[src/rtl/bsg_mcl_axil_rx_reader_if.sv]
// rtl/bsg_mcl_axil_rx_reader_if.sv - AXI-Lite read channel (AR/R) bundle
// The master drives the address and rready; the slave returns the data and the response.
interface bsg_mcl_axil_rx_reader_if #(
  parameter int addr_width_p = 32,
  parameter int data_width_p = 32
);
  logic [addr_width_p-1:0] araddr;
  logic                    arvalid;
  logic                    arready;
  logic [data_width_p-1:0] rdata;
  logic [1:0]              rresp;
  logic                    rvalid;
  logic                    rready;

  modport master (
    output araddr, arvalid, rready,
    input  arready, rdata, rresp, rvalid
  );

  modport slave (
    input  araddr, arvalid, rready,
    output arready, rdata, rresp, rvalid
  );
endinterface

[src/rtl/bsg_mcl_axil_rx_reader.sv]
// rtl/bsg_mcl_axil_rx_reader.sv - AXI-Lite read endpoint that pops upstream request words
// Exposes DATA (pop), CREDITS and COUNT registers in a 16-byte window; one read is outstanding at a time.
module bsg_mcl_axil_rx_reader #(
  parameter int                           axil_data_width_p   = 32,
  parameter int                           axil_addr_width_p   = 32,
  parameter int                           req_credits_width_p = 8,
  parameter logic [axil_addr_width_p-1:0] base_addr_p         = '0
) (
  input  logic                           clk_i,
  input  logic                           reset_i,
  bsg_mcl_axil_rx_reader_if.slave        s_axil,
  input  logic [axil_data_width_p-1:0]   axil_req_i,
  input  logic                           axil_req_v_i,
  output logic                           axil_req_ready_o,
  input  logic [req_credits_width_p-1:0] req_credits_i
);

  localparam logic [1:0] resp_okay_lp   = 2'b00;
  localparam logic [1:0] resp_slverr_lp = 2'b10;
  localparam logic [1:0] resp_decerr_lp = 2'b11;

  typedef enum logic {IDLE, RESP} state_e;

  state_e                         state_q, state_d;
  logic [axil_data_width_p-1:0]   rdata_q, rdata_d;
  logic [1:0]                     rresp_q, rresp_d;
  logic [axil_data_width_p-1:0]   count_q, count_d;

  logic                           window_hit;
  logic                           data_hit;
  logic [axil_data_width_p-1:0]   credits_ext;

  always_comb begin
    window_hit = (s_axil.araddr[axil_addr_width_p-1:4] == base_addr_p[axil_addr_width_p-1:4])
              && (s_axil.araddr[1:0] == 2'b00);
    data_hit   = window_hit && (s_axil.araddr[3:2] == 2'd0);
    credits_ext = '0;
    credits_ext[req_credits_width_p-1:0] = req_credits_i;
  end

  always_comb begin
    state_d          = state_q;
    rdata_d          = rdata_q;
    rresp_d          = rresp_q;
    count_d          = count_q;
    // Pop is combinational on upstream valid; upstream valid never waits on ready.
    axil_req_ready_o = (state_q == IDLE) && s_axil.arvalid && data_hit && axil_req_v_i;

    unique case (state_q)
      IDLE: begin
        if (s_axil.arvalid) begin
          state_d = RESP;
          if (!window_hit) begin
            rdata_d = '0;
            rresp_d = resp_decerr_lp;
          end else begin
            rresp_d = resp_okay_lp;
            unique case (s_axil.araddr[3:2])
              2'd0: begin
                if (axil_req_v_i) begin
                  rdata_d = axil_req_i;
                  count_d = count_q + 1'b1;
                end else begin
                  rdata_d = '0;
                  rresp_d = resp_slverr_lp;
                end
              end
              2'd1:    rdata_d = credits_ext;
              2'd2:    rdata_d = count_q;
              default: rdata_d = '0;
            endcase
          end
        end
      end
      RESP: begin
        if (s_axil.rready) state_d = IDLE;
      end
      default: state_d = IDLE;
    endcase
  end

  always_ff @(posedge clk_i) begin
    if (reset_i) begin
      state_q <= IDLE;
      rdata_q <= '0;
      rresp_q <= resp_okay_lp;
      count_q <= '0;
    end else begin
      state_q <= state_d;
      rdata_q <= rdata_d;
      rresp_q <= rresp_d;
      count_q <= count_d;
    end
  end

  assign s_axil.arready = (state_q == IDLE);
  assign s_axil.rvalid  = (state_q == RESP);
  assign s_axil.rdata   = rdata_q;
  assign s_axil.rresp   = rresp_q;

endmodule

[src/flat_wrapper.sv]
// flat-port wrapper written by rule: the top's interface ports become plain ports
module bsg_mcl_axil_rx_reader_flat 
#(
  parameter int                           axil_data_width_p   = 32,
  parameter int                           axil_addr_width_p   = 32,
  parameter int                           req_credits_width_p = 8,
  parameter logic [axil_addr_width_p-1:0] base_addr_p         = '0
)
  (clk_i, reset_i, axil_req_i, axil_req_v_i, axil_req_ready_o, req_credits_i, s_axil_araddr, s_axil_arvalid, s_axil_rready, s_axil_arready, s_axil_rdata, s_axil_rresp, s_axil_rvalid);
  bsg_mcl_axil_rx_reader_if #(.addr_width_p(32), .data_width_p(32)) s_axil_i ();
  input  logic clk_i;
  input  logic reset_i;
  input  logic [axil_data_width_p-1:0] axil_req_i;
  input  logic axil_req_v_i;
  output logic axil_req_ready_o;
  input  logic [req_credits_width_p-1:0] req_credits_i;
  input wire logic [$bits(s_axil_i.araddr)-1:0] s_axil_araddr;
  input wire logic [$bits(s_axil_i.arvalid)-1:0] s_axil_arvalid;
  input wire logic [$bits(s_axil_i.rready)-1:0] s_axil_rready;
  output wire logic [$bits(s_axil_i.arready)-1:0] s_axil_arready;
  output wire logic [$bits(s_axil_i.rdata)-1:0] s_axil_rdata;
  output wire logic [$bits(s_axil_i.rresp)-1:0] s_axil_rresp;
  output wire logic [$bits(s_axil_i.rvalid)-1:0] s_axil_rvalid;
  assign s_axil_i.araddr = s_axil_araddr;
  assign s_axil_i.arvalid = s_axil_arvalid;
  assign s_axil_i.rready = s_axil_rready;
  assign s_axil_arready = s_axil_i.arready;
  assign s_axil_rdata = s_axil_i.rdata;
  assign s_axil_rresp = s_axil_i.rresp;
  assign s_axil_rvalid = s_axil_i.rvalid;
  bsg_mcl_axil_rx_reader #(.axil_data_width_p(axil_data_width_p), .axil_addr_width_p(axil_addr_width_p), .req_credits_width_p(req_credits_width_p), .base_addr_p(base_addr_p)) u_core (.clk_i(clk_i), .reset_i(reset_i), .s_axil(s_axil_i), .axil_req_i(axil_req_i), .axil_req_v_i(axil_req_v_i), .axil_req_ready_o(axil_req_ready_o), .req_credits_i(req_credits_i));
endmodule
[config.mk]
export PLATFORM = sky130hd
export DESIGN_NAME = bsg_mcl_axil_rx_reader_flat
export DESIGN_NICKNAME = d
export VERILOG_FILES = /design/src/rtl/bsg_mcl_axil_rx_reader_if.sv /design/src/rtl/bsg_mcl_axil_rx_reader.sv /design/src/flat_wrapper.sv
export SDC_FILE = /design/constraint.sdc
export NUM_CORES = 1
export LEC_CHECK = 0
export CAP_MARGIN = 0
export CORE_MARGIN = 4
export CORE_UTILIZATION = 46
export DETAILED_ROUTE_END_ITERATION = 12
export PLACE_DENSITY = 0.91
export RECOVER_POWER = 50
export SKIP_CTS_REPAIR_TIMING = 1
export SYNTH_ARGS = -nofsm -noshare
export SYNTH_HDL_FRONTEND = slang
export SYNTH_SLANG_ARGS = --single-unit
[constraint.sdc]
create_clock -name clk_i -period 2.65 [get_ports clk_i]
set_input_delay 0.53 -clock clk_i [delete_from_list [all_inputs] [get_ports clk_i]]
set_output_delay 0.53 -clock clk_i [all_outputs]
set_load 0.02 [all_outputs]
-- Word level (Yosys, flattened, before mapping)
Index checks and enable logic that the tools add are counted.
- register bits after elaboration: 67
- input bits: 77
- add/subtract/negate cells: 1
- eq/ne operators: 2
- mux-type cells: 9
- bitwise gates (word level): 1
- reductions and logical operators: 10
- operators with widths (operator ; count):
    32-bit one-hot mux with 3 select lines ; 1
    32-bit two-way mux ; 2
    32-bit by 1-bit adder with 32-bit output (second input constant) ; 1
    28-bit zero test ; 1
    2-bit two-way mux ; 3
    1-bit logical AND ; 5
    5-bit AND reduction ; 1
    2-bit zero test ; 2
    2-bit by 1-bit == test with 1-bit output (second input constant) ; 1
    2-bit == test (second input constant) ; 1
    1-bit two-way mux ; 2
    1-bit one-hot mux with 2 select lines ; 1
    2-bit AND reduction ; 1
    1-bit inverter ; 1

-- Depth between registers and ports, before layout
Gate-level depths: netlist (run 1).
- depth in word-level cells: 5
- depth in mapped cells: 6
- mapped depth without buffers: 6

-- Worst setup path after synthesis (run 1)
No wires, ideal clock.
- path type: input to output
- start: input s_axil_araddr[17]
- end: output axil_req_ready_o
- arrival time: 1.806 ns
- data required time: 2.120 ns
- setup slack: 0.314 ns
- stages on the path: 3
- buffers on the path: 0
- cells stage by stage: nor4_2 nand4_4 nor3_1
- cells in the longest elaborated chain, start to end: 5
- RTL lines (what ; RTL line ; RTL):
    start: declaration ; flat_wrapper.sv:17 ; input wire logic [$bits(s_axil_i.araddr)-1:0] s_axil_araddr;
    28-bit zero test ; bsg_mcl_axil_rx_reader.sv:34 ; window_hit = (s_axil.araddr[axil_addr_width_p-1:4] == base_addr_p[axil_addr_width_p-1:4])
    1-bit logical AND ; bsg_mcl_axil_rx_reader.sv:35 ; && (s_axil.araddr[1:0] == 2'b00);
    1-bit logical AND ; bsg_mcl_axil_rx_reader.sv:36 ; data_hit = window_hit && (s_axil.araddr[3:2] == 2'd0);
    1-bit logical AND (2 in series) ; bsg_mcl_axil_rx_reader.sv:47 ; axil_req_ready_o = (state_q == IDLE) && s_axil.arvalid && data_hit && axil_req_v_i;
    end: declaration ; flat_wrapper.sv:15 ; output logic axil_req_ready_o;
No other way between the ends.

-- Final worst setup path (run 1)
- start: input s_axil_araddr[6]
- end: register u_core.count_q[20]
- cells in the longest elaborated chain, start to end: 3
- RTL lines (what ; RTL line ; RTL):
    28-bit zero test ; bsg_mcl_axil_rx_reader.sv:34 ;
    1-bit logical AND ; bsg_mcl_axil_rx_reader.sv:35 ;
    5-bit AND reduction (no source line) ; n/a ;
    end signal: assignment ; bsg_mcl_axil_rx_reader.sv:92 ; count_q <= count_d;
    end: declaration ; bsg_mcl_axil_rx_reader.sv:27 ; logic [axil_data_width_p-1:0] count_q, count_d;
No other way between the ends.
A chain may end at the register's enable or synchronous reset.

==> results of run 1 <==
==> logic make-up (layout without fill, tap and decap cells) <==
group,Yosys count,after routing,share of synthesized area (%)
and+or+nand+nor,160,160,28.8
AOI/OAI and AO/OA,95,95,20.8
DFF,67,67,39.8
buffers and inverters,35,153,4.01
xor gates and xnor gates,15,15,3.90
muxes,7,7,2.30
adders and majority gates,1,1,0.371
==> Yosys cell counts, types with 2 or more instances <==
cell and count:
inv_1 7, nand3_1 14, dfxtp_1 67, nor3_1 2, nor4_1 12, nand2b_1 2, nor2b_1 10, nand4_4 2
and4_1 4, buf_2 3, nand2_1 13, a22oi_1 40, a22o_1 24, mux2_2 6, and3_1 5, and2_1 3
nor2_1 63, o21ai_0 11, a211oi_1 3, or3_1 4, nor4_2 3, nor4_4 6, nand4_1 12, a31o_2 2
a21o_1 4, xnor2_1 15, clkbuf_1 25, a21oi_1 9
==> metrics by stage <==
stage               std cells  power, mW  hold WS, ns  instance area, um^2  setup slack (ns)
floorplan                 380       1.12        0.467                 3370             0.314
global placement          578       1.28        0.480                 4650            -0.264
detailed placement        578       1.28        0.496                 4650            -0.297
CTS                       594       2.17        0.507                 4860            -0.332
global route              594       2.24        0.537                 4860            0.0140
finish                    594       2.16        0.499                 4860            0.0989
==> cell type report <==
type	count	area [um^2]	area share, %
Multi-Input combinational cell	278	1910	39.3
Inverter	7	26.3	0.541
Tap cell	96	120	2.47
Clock buffer	11	131	2.71
Timing Repair Buffer	130	1250	25.7
Clock inverter	5	77.6	1.60
Sequential cell	67	1340	27.6
==> sequential cells by signal (all words and copies together) (netlist names) <==
signal                cells
u_core.count_q           32
u_core.s_axil.rdata      32
u_core.s_axil.rresp       2
u_core.s_axil.rvalid      1
==> worst max-delay path by stage <==
stage,start,to,slack [ns],cells past startpoint
floorplan,s_axil_araddr[17],axil_req_ready_o,0.31,3
global placement,s_axil_araddr[6],axil_req_ready_o,-0.26,5
detailed placement,s_axil_araddr[6],axil_req_ready_o,-0.30,5
CTS,s_axil_araddr[6],axil_req_ready_o,-0.33,5
global route,s_axil_araddr[6],axil_req_ready_o,0.01,5
finish,s_axil_araddr[6],u_core.count_q[20],0.1,7
==> worst min-delay path, cell delays in order (launching register included) <==
cell and delay [ns]:
dfxtp_1 0.31, nor2_1 0.10, nor3_1 0.05
==> where the power goes <==
group	switching [mW]	internal, mW
combinational	0.106	0.138
clock	0.376	0.527
sequential	0.00293	1.01
==> per-layer routing <==
| layer | routed length [um] | vias to the layer above | track usage (%) |
|---|---|---|---|
| met1 | 3800 | 1607 | 25.7 |
| li1 | - | 1637 | - |
| met2 | 4750 | 144 | 37.0 |
| met5 | 0 | - | 0 |
| met3 | 752 | 15 | 6.44 |
| met4 | 136 | 0 | 6.62 |
==> metrics.md, run 1 <==
| Metric | Value |
|---|---|
| Largest net degree at the start of global routing | 43 |
| Tot GR Track Use | 21.5% |
| Asr flop ratio synth | 0% |
| Type of origin of the critical path | input pin |
| Post-Syn Instances | 380 |
| Worst-skew pair later-pin latency | 0.34 ns |
| LEAKAGE | 1.82 nW |
| Syn Std Cell Area | 3370 um^2 |
| Top-area cell type share of the netlist area | 39.8% |
| R2R Path Start | u_core.s_axil.rvalid |
| Vias in the first global route | 3,317 |
| Core Rows | 30 |
| CP delay by family, top | simple AND/OR/NAND/NOR gates |
| Total number of vias | 3,403 |
| Largest area contributor in the netlist | dfxtp_1 |
| Worst slew pin tran | 1.71 ns |
| R2R Path End | u_core.count_q[20] |
| Hold EP | u_core.s_axil.rresp[0] |
| RSZ-0062 raised after global routing | no |
| I/O pin count | 114 |
| # clock sinks | 67 |
| Avg Vias per Cell | 5.73 |
| GRT Residual Overflow | 0 |
| Highest Clock Rate | 392 MHz |
| Crit path kind | input pin to flop |
| Root Driver | clkbuf_8 |
| CTS tree | done |
| Port Buf Inserts | 113 |
| Die H | 93.6 um |
| Fin crit share | 96.3% |
| HP Start | u_core.s_axil.rresp[0] |
| Util after Layout | 69.9% |
| Worst path cell trace | clkdlybuf4s50_1 > nor4b_2 > nand4_4 > buf_4 > or4_4 > or3_1 > a21oi_1 |
| CP arrival | 2.79 ns |
| Routability congestion estimate | 0.818 |
| Min Tclk post-route | 2.55 ns |
| Commonest cells after routing, fill and taps aside | clkdlybuf4s50_1, dfxtp_1, nor2_1 |
| Max Slew Vio Count | 43 |
| H-tree depth | 3 |
| Global-route wire length before repair | 15.2 mm |
| Drt pass-1 iters | 8 |
| Syn_nets | 458 |
| Layout area overhead | 44.2% |
| R2R depth | 6 |
| Pwr dens | 445 nW/um^2 |
| Failing checks | max-capacitance violations, max-slew violations |
| EDFF count, synth | 0 |
| HPWL Detailed | 6.82 mm |
| Initial Utilization | 48.5% |
| DRC viols | 0 |
| Top cells by area, synth | dfxtp_1, a22oi_1, nor2_1, a22o_1, xnor2_1 |
| Critical-path maximum fanout | 18 |
| Yosys reg bits | 67 |
| CP required | 2.89 ns |
| Status | finished with violations |
| Antenna Cells | 0 |
| Final setup fails | 0 |
| Number of max-cap violations | 1 |
| Post-Route WL | 9.43 mm |
| Worst hold path depth | 2 |
| Layout fillers | 525 |
| Fraction of layout instances using a drive strength above 1 | 11.0% |
| Routed WL per cell | 15.9 um |
| Crit end category | flop |
| Post-synthesis sequential area ratio | 39.8% |
| Overall die area | 8760 um^2 |
| DR iter-0 viols | 106 |
| Worst Skew | 0.00869 ns |
| Initial antenna violation count | 0 |
| Hold crit path type | flop to flop |
| ANT nets after route | 0 |
| Cell variety after synth | 37 |
| Setup TNS | 0 ns |
| Nets | 571 |
| Main synth FF type | dfxtp_1 |
| Setup slack, reg-to-reg | 0.40 ns |
| Max clock buf depth | 2 |
| TritonCTS Buffers | 9 |
| Yosys Warn Count | 0 |
| Slew margin rel. | -14.0% |
| VDD IR-drop max | 0.000346 V |
| Synth Area per Inst | 8.86 um^2 |
| WP buf/inv | 2 |
| Max stage delay on crit path | 0.54 ns |
| Die Wd | 93.6 um |
| Clk slew on worst S/H paths | 0.07 ns |
| Final Hold Vio Count | 0 |
| Crit-path slowest cell | or4_4 |
| Most common cell after layout, fill and taps aside | clkdlybuf4s50_1 |
| Core ar. | 6940 um^2 |
Power figures use the tool's default switching activity.
==> run 2, diff against run 1 <==
==> constraint.sdc (replaced) <==
create_clock -name clk_i -period 2.4 [get_ports clk_i]
set_input_delay 0.48 -clock clk_i [delete_from_list [all_inputs] [get_ports clk_i]]
set_output_delay 0.48 -clock clk_i [all_outputs]
set_load 0.02 [all_outputs]
==> run 2 against run 1 <==
The run now ends clean. Critical path type unchanged. Sequential cell count is the same. Global-route usage decreased by 0.64 points. Count of clock-buffer cells in the layout fell by 1.
==> metrics.md, run 2 (same netlist as run 1, synthesis figures left out) <==
| Metric | Value |
|---|---|
| Die H | 93.6 um |
| Final Hold Vio Count | 0 |
| Total number of vias | 3,366 |
| Avg Vias per Cell | 5.63 |
| Max stage delay on crit path | 0.55 ns |
| Highest Clock Rate | 423 MHz |
| Worst Skew | 0.0106 ns |
| Commonest cells after routing, fill and taps aside | clkdlybuf4s50_1, dfxtp_1, nor2_1 |
| Fraction of layout instances using a drive strength above 1 | 12.4% |
| Final setup fails | 0 |
| Min Tclk post-route | 2.36 ns |
| Crit path kind | input pin to flop |
| M1 WL | 3.72 mm |
| Met3 WL post-DR | 736 um |
| Initial antenna violation count | 0 |
| Status | completed |
| CTS tree | done |
| CP arrival | 2.63 ns |
| Drt pass-1 iters | 5 |
| Die Wd | 93.6 um |
| Initial Utilization | 48.5% |
| TritonCTS Buffers | 9 |
| Routed wl met2 | 4.62 mm |
| Post-Place Worst Slack | -0.403 ns |
| RSZ-0062 raised after global routing | yes |
| GRT Residual Overflow | 0 |
| Crit-path slowest cell | or4_4 |
| Overall die area | 8760 um^2 |
| Layout fillers | 535 |
| Routability congestion estimate | 0.813 |
| Worst Hold Margin | 0.504 ns |
| Tot GR Track Use | 20.8% |
| Most common cell after layout, fill and taps aside | clkdlybuf4s50_1 |
| Slew margin rel. | 67.1% |
| CP required | 2.67 ns |
| # clock sinks | 67 |
| DRC viols | 0 |
| Worst-skew pair later-pin latency | 0.34 ns |
| Type of origin of the critical path | input pin |
| LEAKAGE | 1.85 nW |
| HPWL Detailed | 6.68 mm |
| I/O pin count | 114 |
| ANT nets after route | 0 |
| Cells after DPL | 582 |
| DR top layer | met4 |
| Clk slew on worst S/H paths | 0.07 ns |
| Non-Filler Instances | 598 |
| Worst slew pin tran | 0.493 ns |
| Nets | 575 |
| Max Slew Vio Count | 0 |
| Antenna Cells | 0 |
| Core Rows | 30 |
| Worst path cell trace | clkdlybuf4s50_1 > nor4_4 > nand4_4 > buf_6 > or4_4 > or3_1 > a21oi_1 |
| Largest net degree at the start of global routing | 77 |
| Pwr Total | 2.32 mW |
| Global-route wire length before repair | 14.7 mm |
| Root Driver | clkbuf_8 |
| Layout area overhead | 45.9% |
| FF+latch area | 1340 um^2 |
| Vias in the first global route | 3,208 |
| Pwr dens | 472 nW/um^2 |
| Core ar. | 6940 um^2 |
| Critical-path maximum fanout | 18 |
| Fin crit share | 98.5% |
| Number of max-cap violations | 0 |
| Routed WL per cell | 15.3 um |
| Port Buf Inserts | 113 |
| Hold crit path type | flop to flop |
| Crit end category | flop |
| Final worst slack | 0.0364 ns |
| Util after Layout | 70.8% |
| Max clock buf depth | 2 |
| H-tree depth | 3 |
| Post-Route WL | 9.16 mm |
| Multi-input gate area | 1920 um^2 |
| DR iter-0 viols | 181 |
| VDD IR-drop max | 0.000264 V |
-- run 2: cell types whose count changed in the layout (fill, tap and decap cells not counted), sizes merged --
cell           previous run  this run
clkinv                    2         3
inv                       7         8
buf                      15        21
clkdlybuf4s50            75        77
dlygate4sd3              36        34
dlymetal6s2s              1         0
bufinv                    2         1
clkbuf                   14        12
-- run 2: stage by stage --
step / cell area, um^2 / setup TNS [ns]
floorplan: 3370 / 0
global placement: 4710 / -2.50
detailed placement: 4710 / -3.43
CTS: 4900 / -0.495
global route: 4910 / -0.102
finish: 4910 / 0
-- run 2: cell type report --
class	instances	area share, %
clock buffer	10	2.60
multi-input combinational	278	39.2
sequential	67	27.3
inverter	7	0.535
timing repair buffer	134	26.6
clock inverter	6	1.32
tap	96	2.44
-- run 2: routing by layer --
layer | global-route usage [%] | vias to the layer above
met5 | 0 | -
met4 | 6.14 | 0
met3 | 5.63 | 6
met2 | 36.5 | 128
met1 | 24.9 | 1586
li1 | - | 1646
-- run 2: worst paths after layout --
check / start / endpoint / slack [ns] / cells past startpoint
worst max-delay path: s_axil_araddr[28] / u_core.count_q[20] / 0.04 / 7
worst min-delay path: u_core.s_axil.rresp[1] / u_core.s_axil.rresp[1] / 0.50 / 2
worst max register to register: u_core.count_q[19] / u_core.count_q[26] / 0.23 / 5
worst min register to register: u_core.s_axil.rresp[1] / u_core.s_axil.rresp[1] / 0.50 / 2
-- run 2: report_power, final --
group / internal (mW) / leakage (nW) / switching (mW)
logic: 0.161 / 1.21 / 0.120
clock network: 0.482 / 0.0966 / 0.437
registers: 1.12 / 0.540 / 0.00283
total: 1.76 / 1.85 / 0.560
-- run 2: critical path, delay by kind of cell --
kind	cells	cell delay (ns)
buffers and inverters	2	0.63
AOI/OAI and AO/OA	1	0.14
and+or+nand+nor	4	1.37
